`config.mk`:
```
export PLATFORM = sky130hd
export DESIGN_NAME = dispatch1_2
export DESIGN_NICKNAME = d
export VERILOG_FILES = /design/src/rtl/dispatch1_2.sv
export SDC_FILE = /design/constraint.sdc
export NUM_CORES = 1
export LEC_CHECK = 0
export ABC_AREA = 1
export CORE_MARGIN = 2
export CORE_UTILIZATION = 46
export DETAILED_ROUTE_END_ITERATION = 8
export PLACE_DENSITY = 0.85
export SYNTH_ARGS = -nofsm -noshare
export SYNTH_HDL_FRONTEND = slang
export SYNTH_SLANG_ARGS = --single-unit
```
`constraint.sdc`:
```
create_clock -name clk -period 2.85 [get_ports clk]
set_input_delay 0.57 -clock clk [delete_from_list [all_inputs] [get_ports clk]]
set_output_delay 0.57 -clock clk [all_outputs]
set_load 0.03 [all_outputs]
```
`src/rtl/dispatch1_2.sv`:
```
// Registered 1:2 round-robin dispatcher with a one-entry buffer per channel; words appear one cycle after acceptance.
// in_ready comes from registered state only; `DISPATCH_STRICT_RR_EN forces strict A/B alternation (default skips to a free channel).
module dispatch1_2 #(
    parameter int WIDTH = 16
) (
    input  logic             clk,
    input  logic             rst,
    input  logic             in_valid,
    input  logic [WIDTH-1:0] in_data,
    output logic             in_ready,
    output logic             outA_valid,
    output logic [WIDTH-1:0] outA_data,
    input  logic             outA_ready,
    output logic             outB_valid,
    output logic [WIDTH-1:0] outB_data,
    input  logic             outB_ready,
    output logic             next_sel
);

    logic             bufA_v;
    logic             bufB_v;
    logic [WIDTH-1:0] bufA_d;
    logic [WIDTH-1:0] bufB_d;
    logic             ptr;

    logic             ptr_free;
    logic             target;
    logic             accept;

    always_comb begin
        ptr_free = ptr ? !bufB_v : !bufA_v;
`ifdef DISPATCH_STRICT_RR_EN
        in_ready = ptr_free;
        target   = ptr;
`else
        // If the preferred channel is busy the other one must be free whenever in_ready is high.
        in_ready = !bufA_v || !bufB_v;
        target   = ptr_free ? ptr : ~ptr;
`endif
        accept   = in_valid && in_ready;
    end

    always_ff @(posedge clk) begin
        if (rst) begin
            bufA_v <= 1'b0;
            bufB_v <= 1'b0;
            bufA_d <= '0;
            bufB_d <= '0;
            ptr    <= 1'b0;
        end else begin
            if (bufA_v && outA_ready) begin
                bufA_v <= 1'b0;
            end
            if (bufB_v && outB_ready) begin
                bufB_v <= 1'b0;
            end
            // The target buffer is always empty at the start of the cycle, so no drain can collide with this load.
            if (accept) begin
                ptr <= ~target;
                if (target) begin
                    bufB_v <= 1'b1;
                    bufB_d <= in_data;
                end else begin
                    bufA_v <= 1'b1;
                    bufA_d <= in_data;
                end
            end
        end
    end

    assign outA_valid = bufA_v;
    assign outA_data  = bufA_d;
    assign outB_valid = bufB_v;
    assign outB_data  = bufB_d;
    assign next_sel   = ptr;

endmodule

```
==> results of run 1 <==
## routing by layer
| layer | track usage (%) | vias to the layer above |
|---|---|---|
| li1 | - | 756 |
| met1 | 26.6 | 637 |
| met2 | 33.2 | 55 |
| met3 | 3.84 | 6 |
| met4 | 9.01 | 0 |
| met5 | 0 | - |
## metrics by stage
stage               hold slack [ns]  utilization, %  setup slack [ns]  cells  instance area (um^2)
floorplan                     0.606               -              1.29    212                  1470
global placement              0.462            66.5             0.965    304                  2030
detailed placement            0.473            66.5             0.937    304                  2030
CTS                           0.491            68.2             0.779    312                  2080
global route                  0.518            68.2             0.726    312                  2080
finish                        0.490            68.2             0.795    312                  2080
## worst reg2reg max path: cells and delay by family (launching register included)
family | cells | cell delay [ns]
compound gates | 1 | 0.64
flops | 1 | 0.37
simple gates | 3 | 0.42
## registers in the layout, summed over array words and instances, names as in the netlist
name and count:
next_sel 1, outB_valid 1, outA_data 16, outA_valid 1
outB_data 16
## cell type report
| type | instances | area share (%) |
|---|---|---|
| sequential | 35 | 33.7 |
| multi-input combinational | 146 | 29.8 |
| timing repair buffer | 58 | 27.7 |
| inverter | 21 | 3.79 |
| tap | 44 | 2.65 |
| clock buffer | 7 | 2.16 |
| clock inverter | 1 | 0.241 |
## cells in the mapped netlist
cell type  number  area [um^2]
nand2_2         2         12.5
buf_1           2         7.51
nand3_1        32          160
a21oi_2         1         8.76
o21ai_2         1         8.76
a21oi_1         2         10.0
buf_6           3         33.8
nor2_1         67          251
nor2_4          2         22.5
nand2_1        39          146
clkbuf_1        1         3.75
inv_1          19         71.3
buf_2           4         20.0
dfxtp_1        35          701
inv_2           2         7.51
## path summary, 6_finish.rpt
kind | startpoint | endpoint | slack (ns) | depth (start not counted)
worst max-delay path | outA_valid | in_ready | 0.79 | 2
worst min-delay path | outA_data[9] | outA_data[9] | 0.49 | 2
worst max register to register | next_sel | outB_data[3] | 1.32 | 4
worst min register to register | outA_data[9] | outA_data[9] | 0.49 | 2
## power by group
group | internal (W) | leakage (nW) | switching (W) | total, W
clock network | 0.0000961 | 0.0293 | 0.000154 | 0.000251
registers | 0.000540 | 0.289 | 0.0000311 | 0.000571
logic | 0.000157 | 0.614 | 0.000229 | 0.000387
total | 0.000793 | 0.932 | 0.000415 | 0.00121
## cell families (layout without fill, tap and decap cells)
family,count (synthesis),after routing,synth area share (%)
compound gates,4,4,1.88
buf+inv,31,87,9.82
flops,35,35,47.8
simple gates,142,142,40.5
==> metrics.md, run 1 <==
| Metric | Value |
|---|---|
| Family with the most delay on the worst path | buffers and inverters |
| Top metal layer carrying routed signals | met4 |
| Max-capacitance violation count | 0 |
| Port bufs | 56 |
| Number of rows in the core area | 20 |
| Post-Syn Instances | 212 |
| All-Layer GR Usage | 20.4% |
| Number of global-route vias before repair | 1301 |
| H-tree level count | 2 |
| Leading cell type in the layout, fill and taps excluded | nor2_1 |
| Setup Fix Bufs, Post-CTS | 0 |
| Core Box Area | 3050 um^2 |
| Fin. Hold Viols | 0 |
| Element type at the critical path start | register |
| CP max stage cell | clkdlybuf4s50_1 |
| Worst-Margin Slew | around 0.76 ns |
| Crit Path Class | reg -> out |
| IO Pins | 57 |
| Setup repair after global routing missed its margin | no |
| Signal arrival time at the worst endpoint | 1.49 ns |
| Series of cell instances along the critical path | nand2_1, clkdlybuf4s50_1 |
| Antenna-violating nets left | 0 |
| Fin crit share | 72.1% |
| Max VDD drop | 0.316 mV |
| Initial antenna violation count | 0 |
| Highest net fanout along the worst path | 6 |
| Drt first-iter violations | between 40 and 50 |
| Net count of the finished layout | 288 |
| Run status | finished, final reports clean |
| Detailed placement HPWL | 2400 um |
| Total area of multi-input combinational cells | 621 um^2 |
| Endpoint required time on the critical path | 2.28 ns |
| Type of the most critical hold path | reg -> reg |
| Area overhead of the layout relative to synthesis | 42.0% |
| Hold-fix buffers, CTS | 0 |
| Post-route met1 wirelength | between 1500 and 2000 um |
| Final number of setup-violating endpoints | 0 |
| Sequential cell area | 701 um^2 |
| Horizontal extent of the die | 60.4 um |
| Clock period minus worst slack | about 2.1 ns |
| Die outline area | between 3000 and 4000 um^2 |
| Weighted congestion at the end of routability-driven global placement | 0.740 |
| Synth warn | 0 |
| Number of gates given a new drive strength after cts | 0 |
| Area of the mapped netlist | 1470 um^2 |
| Clk buf depth | 2 |
| Total via count in the routed design | 1454 |
| Count of state elements after synthesis | 35 |
| WL met2 | 1580 um |
| Share of post-route cells with drive strength above 1 | 5.97% |
| Accumulated negative setup slack | 0 ns |
| Global-route wire length before repair | around 5600 um |
| Buffer and inverter count on the worst path | 1 |
| CTS clock-pin slew for the worst setup and hold paths | 0.10 ns |
| Initial cell density of the core | 48.0% |
| Total Power Consumption | roughly 0.0012 W |
| First-pass DRT Iterations | 4 |
| Number of nets produced by synthesis | 233 |
| Number of fill cells | 289 |
| Floorplan die height | around 60 um |
| Total wire length after detailed routing | approximately 3400 um |
| Critical path capture point type | primary output |
| Share of synthesized area occupied by flip-flops and latches | a little under half |
| Maximum number of pins on one net before global-route repair | 34 |
| Wire per inst | 10.8 um |
| Number of buffers created by CTS | 5 |
| Final setup skew | 0.0113 ns |
| Leftover overflow at the end of global routing | 0 |
| Latest clock arrival within the worst-skew pair | 0.33 ns |
| Met3 WL | 216 um |
| Highest-count cells in the layout ignoring fill and taps | 67 x nor2_1, 56 x clkdlybuf4s50_1, 39 x nand2_1 |
| Library cell used as clock root buffer | clkbuf_4 |
| Clock tree from TritonCTS | yes |
| Per-cell via count in the routed design | 4.66 |
| Highest attainable clock frequency | 0.487 GHz |
| Leakage Power | approximately 0.93 nW |
| Number of antenna diodes | 0 |
| DR DRC count | 0 |
| Number of sinks on the clock net | 35 |
| Final Slew Violations | 0 |
| Worst relative slew slack | 49.3% |
| Netlist cell types | 15 |
| Maximum cell stage delay along the critical path | between 0.6 and 0.7 ns |
| Mean instance size in the synthesized netlist | 6.91 um^2 |
| Pwr Density | 581 nW/um^2 |
(Power assumes the default switching activity.)
==> run 2: changes to the inputs <==
CORE_UTILIZATION = 43   (was 46)
PLACE_DENSITY = 0.8   (was 0.85)
clock period = 2.1 ns   (was 2.85 ns; I/O delays follow)
==> metrics.md, run 2 (synthesized netlist as in run 1, its figures left out) <==
| Metric | Value |
|---|---|
| First-pass DRT Iterations | 4 |
| Number of rows in the core area | 21 |
| Latest clock arrival within the worst-skew pair | between 0.3 and 0.4 ns |
| Pwr Density | 845 nW/um^2 |
| Number of buffers created by CTS | 5 |
| Highest attainable clock frequency | around 0.51 GHz |
| Total wire length after detailed routing | roughly 3500 um |
| Leftover overflow at the end of global routing | 0 |
| DR DRC count | 0 |
| Count of placed standard cells including taps | roughly 300 |
| IO Pins | 57 |
| Max VDD drop | 0.402 mV |
| Area overhead of the layout relative to synthesis | 45.7% |
| Antenna-violating nets left | 0 |
| Pre-CTS setup slack | 0.404 ns |
| Flop-to-flop setup slack | 0.68 ns |
| Maximum number of pins on one net before global-route repair | 34 |
| Weighted congestion at the end of routability-driven global placement | between 0.7 and 0.8 |
| Number of fill cells | 322 |
| Setup Fix Bufs, Post-CTS | 0 |
| Accumulated negative setup slack | 0 ns |
| Worst setup startpoint | outA_valid |
| Endpoint required time on the critical path | 1.68 ns |
| Global-route wire length before repair | slightly below 6000 um |
| Initial cell density of the core | 44.3% |
| Final setup skew | 0.0113 ns |
| Hold-fix buffers, CTS | 0 |
| Number of antenna diodes | 0 |
| Leakage Power | around 0.96 nW |
| Signal arrival time at the worst endpoint | 1.53 ns |
| Horizontal extent of the die | ~62 um |
| Initial antenna violation count | 0 |
| Series of cell instances along the critical path | nand2_1, clkdlybuf4s50_1 |
| H-tree level count | 2 |
| Final Non-Filler Cells | 315 |
| Die outline area | a little under 4000 um^2 |
| Detailed placement HPWL | roughly 2400 um |
| Clock period minus worst slack | between 1.5 and 2 ns |
| Final instance area | 2130 um^2 |
| Register-to-Register Path Depth | 6 |
| Run status | finished, final reports clean |
| Library cell used as clock root buffer | clkbuf_4 |
| Number of global-route vias before repair | 1346 |
| CP max stage cell | clkdlybuf4s50_1 |
| Drt first-iter violations | 54 |
| Worst-Margin Slew | between 0.3 and 0.4 ns |
| Floorplan die height | 62.4 um |
| Critical path capture point type | primary output |
| Highest net fanout along the worst path | 6 |
| Startpoint of the worst register-to-register path | outB_valid |
| Worst-case setup margin in the final layout | approximately 0.15 ns |
| Share of post-route cells with drive strength above 1 | under 10% |
| Fin. Hold Viols | 0 |
| Core Box Area | 3310 um^2 |
| Number of sinks on the clock net | 35 |
| Clk buf depth | 2 |
| Area of placed instances | 2050 um^2 |
| Total via count in the routed design | 1449 |
| Crit Path Class | reg -> out |
| Type of the most critical hold path | reg -> reg |
| Port bufs | 56 |
| Worst relative slew slack | around 74% |
| Clock tree from TritonCTS | yes |
| Fin crit share | 93.0% |
| Hold slack final | 0.490 ns |
| Critical Path End | in_ready |
| Per-cell via count in the routed design | roughly 4.6 |
| Highest-count cells in the layout ignoring fill and taps | 67 x nor2_1, 56 x clkdlybuf4s50_1, 39 x nand2_1 |
| Leading cell type in the layout, fill and taps excluded | nor2_1 |
| End of the worst register-to-register path | outA_data[14] |
| Net count of the finished layout | 289 |
| All-Layer GR Usage | 19.3% |
| Final number of setup-violating endpoints | 0 |
| Element type at the critical path start | register |
| Number of gates given a new drive strength after cts | 0 |
| Setup repair after global routing missed its margin | no |
| Maximum cell stage delay along the critical path | between 0.6 and 0.7 ns |
| Max-capacitance violation count | 0 |
| Wire per inst | 11.1 um |
| CTS clock-pin slew for the worst setup and hold paths | 0.11 ns |
| Final Slew Violations | 0 |
## run 2: through the flow
stage               utilization, %  total power, W
finish                        64.5         0.00180
global route                  64.5         0.00190
CTS                           64.5         0.00182
detailed placement            62.0         0.00133
global placement              62.0         0.00132
floorplan                        -         0.00112
## run 2: area by class of cell
type | count | area (um^2) | share of cell area (%)
Sequential cell | 35 | 701 | 32.8
Clock buffer | 5 | 37.5 | 1.76
Inverter | 21 | 78.8 | 3.69
Tap cell | 46 | 57.6 | 2.70
Timing Repair Buffer | 59 | 596 | 27.9
Multi-Input combinational cell | 146 | 621 | 29.1
Clock inverter | 3 | 43.8 | 2.05
## run 2: metal layers
layer  GRT usage [%]  part of all wire [%]  wire length (um)  vias up
li1                -                     -                 -      760
met1            23.8                    45              1570      630
met2            30.8                    46              1590       49
met3            5.41                   6.3               220       10
met5               0                     0                 0        -
met4            10.0                   2.9               100        0
## run 2: where the power goes
group	leakage [nW]	internal (W)	switching, W
combinational	0.623	0.000220	0.000314
sequential	0.289	0.000733	0.0000434
clock	0.0452	0.000250	0.000243
total	0.957	0.00120	0.000600
## run 2: worst min path at each step
stage                  startpoint            end  slack, ns  cells after the start
global placement     outA_data[7]   outA_data[7]       0.46                      2
global route        outA_data[15]  outA_data[15]       0.52                      2
CTS                  outA_data[9]   outA_data[9]       0.49                      2
finish               outA_data[4]   outA_data[4]       0.49                      2
floorplan                     rst       next_sel       0.49                      1
detailed placement   outA_data[4]   outA_data[4]       0.47                      2
## run 2: critical path: cells and delay by family (launching register included)
| family | cells | cell delay (ns) |
|---|---|---|
| and+or+nand+nor | 1 | 0.12 |
| buffers and inverters | 1 | 0.61 |
| DFF | 1 | 0.46 |
==> RTL edit 1, RTL diff (flow settings as in run 2) <==
The parameter `WIDTH` goes from 16 to 18.
--- a/src/rtl/dispatch1_2.sv
+++ b/src/rtl/dispatch1_2.sv
@@ -1,7 +1,7 @@
 // Registered 1:2 round-robin dispatcher with a one-entry buffer per channel; words appear one cycle after acceptance.
 // in_ready comes from registered state only; `DISPATCH_STRICT_RR_EN forces strict A/B alternation (default skips to a free channel).
 module dispatch1_2 #(
-    parameter int WIDTH = 16
+    parameter int WIDTH = 18
 ) (
     input  logic             clk,
     input  logic             rst,
Interface: changed (resized in_data, outA_data and outB_data); port bits go from 57 to 63. The function was not compared with the original's and may differ.
==> RTL edit 1 against run 2 <==
Synthesized area is 14% higher; setup slack better by 0.0091 ns; fmax is 0.47% higher; synthesized cell count grew 11%; final area up 13%; register-to-register slack lost 0.22 ns; routed wire length is 9.2% higher; final cell count is 9.5% higher; power increased by 17%; sequential cell count up 4; highest routed layer unchanged.
==> RTL edit 1: results (changes against run 2) <==
stage,metric,value,unit,change
run_status,status,completed,,
setup_path,reg2reg setup slack,0.46,ns,-0.22 ns
clock_tree,Clock Pin Slew Worst Setup and Hold Paths,0.07,ns,-0.04 ns
global_routing,largest net degree at the start of global routing,38,,+12%
sta,Hold Fails Final Rpt,0,,unchanged
global_routing,vias in the first global route,1452,,+7.9%
clock_tree,Setup Buffers After CTS,0,,unchanged
clock_tree,post_cts resized,0,,unchanged
sta,Tcrit/Tclk final,0.9256,,-0.004325
synthesis,Syn Area/Cell,7.092,µm²,+2.6%
global_routing,first-pass GRT wire length,6.396,mm,+7.4%
synthesis,Post-Synth XOR/XNOR Area,0,,unchanged
place,GPL Wtd Cong,0.8561,,+15%
finish,Fill cells,345,,+7.1%
power_and_ir_drop,static leakage,1.080,nW,+13%
synthesis,syn_nets,258,,+11%
synthesis,Post-synth top cells,"nor2_1, nand2_1, dfxtp_1, nand3_1, inv_1",,
routing,Routed WL,3.808,mm,+9.2%
setup_path,Max stage delay on crit path,0.74,ns,+0.13 ns
synthesis,compound-gate portion of the synthesized area,0.02102,,+0.002234
power_and_ir_drop,Switching Fraction,0.3125,,-0.02006
power_and_ir_drop,Sw Pwr,657.5,µW,+9.6%
sta,Slew @ Worst Pin,0.8377,ns,+0.4496 ns
routing,Via density,4.617,,+0.38%
power_and_ir_drop,Pwr Density,870.3,nW/µm²,+3.0%
power_and_ir_drop,sequential power,863,µW,+11%
synthesis,Cell variety after synth,18,,+3
synthesis,leading cell types by total area after synthesis,"dfxtp_1, nor2_1, nand3_1, nand2_1, inv_1",,
finish,share of layout cells above drive strength 1,0.06397,,-0.006659
min_path,min-delay src,outA_data[0],,
min_path,Hold Path End,outA_data[0],,
clock_tree,clk_lat worst skew,0.29,ns,-0.06 ns
routing,DRT iter0 DRCs,90,,+67%
place,Placed Area,2300,µm²,+12%
setup_path,FF-to-FF End,outB_data[12],,
setup_path,worst-case reg-to-reg path depth,4,,-2
clock_tree,clk root buf,clkbuf_8,,
sta,Hold WS,0.4823,ns,-0.007254 ns
place,Placed Cells,337,,+9.8%
place,detailed-placement wirelength estimate,2.679,mm,+9.9%
global_routing,GRT Util Overall,0.1919,,-0.001000
synthesis,post-synthesis sequential area ratio,0.4685,,-0.009755
finish,Final #Nets,319,,+10%
power_and_ir_drop,Max VDD drop,0.5142,mV,+28%
setup_path,CP endpoint,outA_valid,,
power_and_ir_drop,Clk. pwr,642,µW,+30%
sta,Layout Skew,0.005753,ns,-0.005510 ns
clock_tree,cts bufs inserted,5,,unchanged
finish,Layout Cells excl Fill,345,,+9.5%
place,DP Worst Slack,0.3475,ns,-0.05604 ns
place,Port Buffers,62,,+11%
-- RTL edit 1: cell count changes in the layout (fill, tap and decap cells not counted), sizes merged --
| cell | change |
|---|---|
| nor2 | +8 |
| clkdlybuf4s50 | +6 |
| dfxtp | +4 |
| nand2 | +4 |
| nand3 | +4 |
| clkbuf | +1 |
| inv | +1 |
-- RTL edit 1: logic make-up (layout without fill, tap and decap cells) --
logic type	after synthesis	in the layout
buf+inv	34	96
simple gates	158	158
flops	39	39
compound gates	4	4
-- RTL edit 1: final cells by class --
cell class	count	share of cell area
Sequential cell	39	0.3230
Multi-Input combinational cell	162	0.2966
Timing Repair Buffer	65	0.2712
Inverter	23	0.03571
Clock buffer	6	0.03416
Tap cell	48	0.02484
Clock inverter	2	0.01449
-- RTL edit 1: routing by layer --
metal  routed length (µm)  global-route usage  up-vias
li1                     -                   -      836
met1                 1645              0.2416      702
met2                 1888              0.3088       49
met3                  203             0.04429        6
met4                   71             0.08929        0
met5                    0                   0        -
==> RTL edit 2, RTL diff (settings of run 2) <==
Made on the original files. Reset style: asynchronous (`rst`), changed in one clocked block.
--- a/src/rtl/dispatch1_2.sv
+++ b/src/rtl/dispatch1_2.sv
@@ -40,7 +40,7 @@
         accept   = in_valid && in_ready;
     end
 
-    always_ff @(posedge clk) begin
+    always_ff @(posedge clk or posedge rst) begin
         if (rst) begin
             bufA_v <= 1'b0;
             bufB_v <= 1'b0;
Function: differs if rst is asserted again (counterexample within 4 cycles, from zero or initial values and one cycle with rst high); with rst held inactive, the same outputs for 10 cycles.
==> RTL edit 2 against run 2 <==
Setup slack worse by 0.054 ns; hold slack worse by 0.020 ns; synthesized area is 2.6% lower; sequential cell count is the same; core utilization grew 3.2 points; final area is 1.6% lower; fmax decreased by 2.7%; synthesized cell count fell by 27%; routed wire length up 0.46%; final cell count down 17%; non-clock buffer count up 1; critical path type unchanged; highest routed layer is now met3.
Power is not compared: it rests on default switching activity, and its combinational part moved more than twofold at a synthesized area within 25%.
==> RTL edit 2: results (changes against run 2) <==
stage,metric,value,unit,change
clock_tree,cts bufs inserted,5,,unchanged
synthesis,Syn Area/Cell,9.202,µm²,+33%
run_status,status,completed,,
synthesis,fraction of registers with async set/reset,1.000,,+1.000
finish,Fill cells,285,,-11%
global_routing,met2 GRT Util,0.3669,,+0.05849
finish,share of layout cells above drive strength 1,0.07870,,+0.008072
global_routing,met1 usage,0.2711,,+0.03362
synthesis,Cell variety after synth,12,,-3
global_routing,first-pass GRT wire length,5.865,mm,-1.5%
routing,Top Metal Used,met3,,
finish,Final #Nets,236,,-18%
setup_path,reg2reg setup slack,0.61,ns,-0.07 ns
place,Placed Cells,252,,-18%
setup_path,worst-case reg-to-reg path depth,4,,-2
clock_tree,Clock Pin Slew Worst Setup and Hold Paths,0.12,ns,
synthesis,leading cell types by total area after synthesis,"dfrtp_1, nand2_1, nand3_1, buf_6, inv_1",,
place,GPL Wtd Cong,0.8075,,+8.8%
synthesis,post-synthesis sequential area ratio,0.6140,,+0.1358
routing,met2 WL post-DR,1.766,mm,+11%
place,detailed-placement wirelength estimate,2.499,mm,+2.5%
global_routing,GR Layer Usage met3,0.06933,,+0.01527
sta,Slew @ Worst Pin,0.5040,ns,+0.1158 ns
setup_path,r2r startpoint,outA_valid,,
min_path,worst min path class,primary input to asynchronous set/reset pin,,
global_routing,GRT Util Overall,0.2159,,+0.02306
synthesis,ys flop type,dfrtp_1,,
setup_path,crit path DAT,1.59,ns,+0.06 ns
finish,ant diodes,0,,unchanged
routing,Routed WL,3.504,mm,+0.46%
setup_path,Max stage delay on crit path,0.66,ns,+0.05 ns
routing,routed vias,1262,,-13%
global_routing,largest net degree at the start of global routing,36,,+5.9%
setup_path,FF-to-FF End,outA_data[11],,
synthesis,Post-synth top cells,"nand2_1, dfrtp_1, nand3_1, inv_1",,
routing,Post-Route M1 WL,1.495,mm,-4.9%
sta,Hold WS,0.4700,ns,-0.01961 ns
routing,DRT iter0 DRCs,58,,+7.4%
routing,Via density,4.854,,+5.5%
power_and_ir_drop,static leakage,1.037,nW,
synthesis,syn_nets,176,,-24%
routing,TritonRoute pass-1 iters,6,,+2
routing,met3 wire length,242,µm,+10%
place,DP Worst Slack,0.3478,ns,-0.05574 ns
[RTL edit 2: kinds of logic after synthesis]
group,Yosys count,synth area share
AO/OA/AOI/OAI,5,0.02807
buffers and inverters,12,0.04999
AND/OR/NAND/NOR,103,0.3079
flip-flops,35,0.6140
[RTL edit 2: power by group through the flow]
stage | logic, mW | clock network [mW] | registers [mW]
finish | 2.08 | 0.483 | 1.22
global route | 2.26 | 0.530 | 1.26
CTS | 2.10 | 0.493 | 1.22
detailed placement | 2.09 | 0 | 1.23
global placement | 2.07 | 0 | 1.22
floorplan | 0.652 | 0 | 1.83
[RTL edit 2: area by class of cell]
cell class | count | area (µm²) | area share
flip-flops and latches | 35 | 875.8 | 0.4169
clock inverters | 3 | 43.79 | 0.02085
well taps | 44 | 55.05 | 0.02621
multi-input cells | 108 | 479.2 | 0.2281
clock buffers | 5 | 37.54 | 0.01787
inverters | 5 | 18.77 | 0.008934
repair buffers | 60 | 590.6 | 0.2811
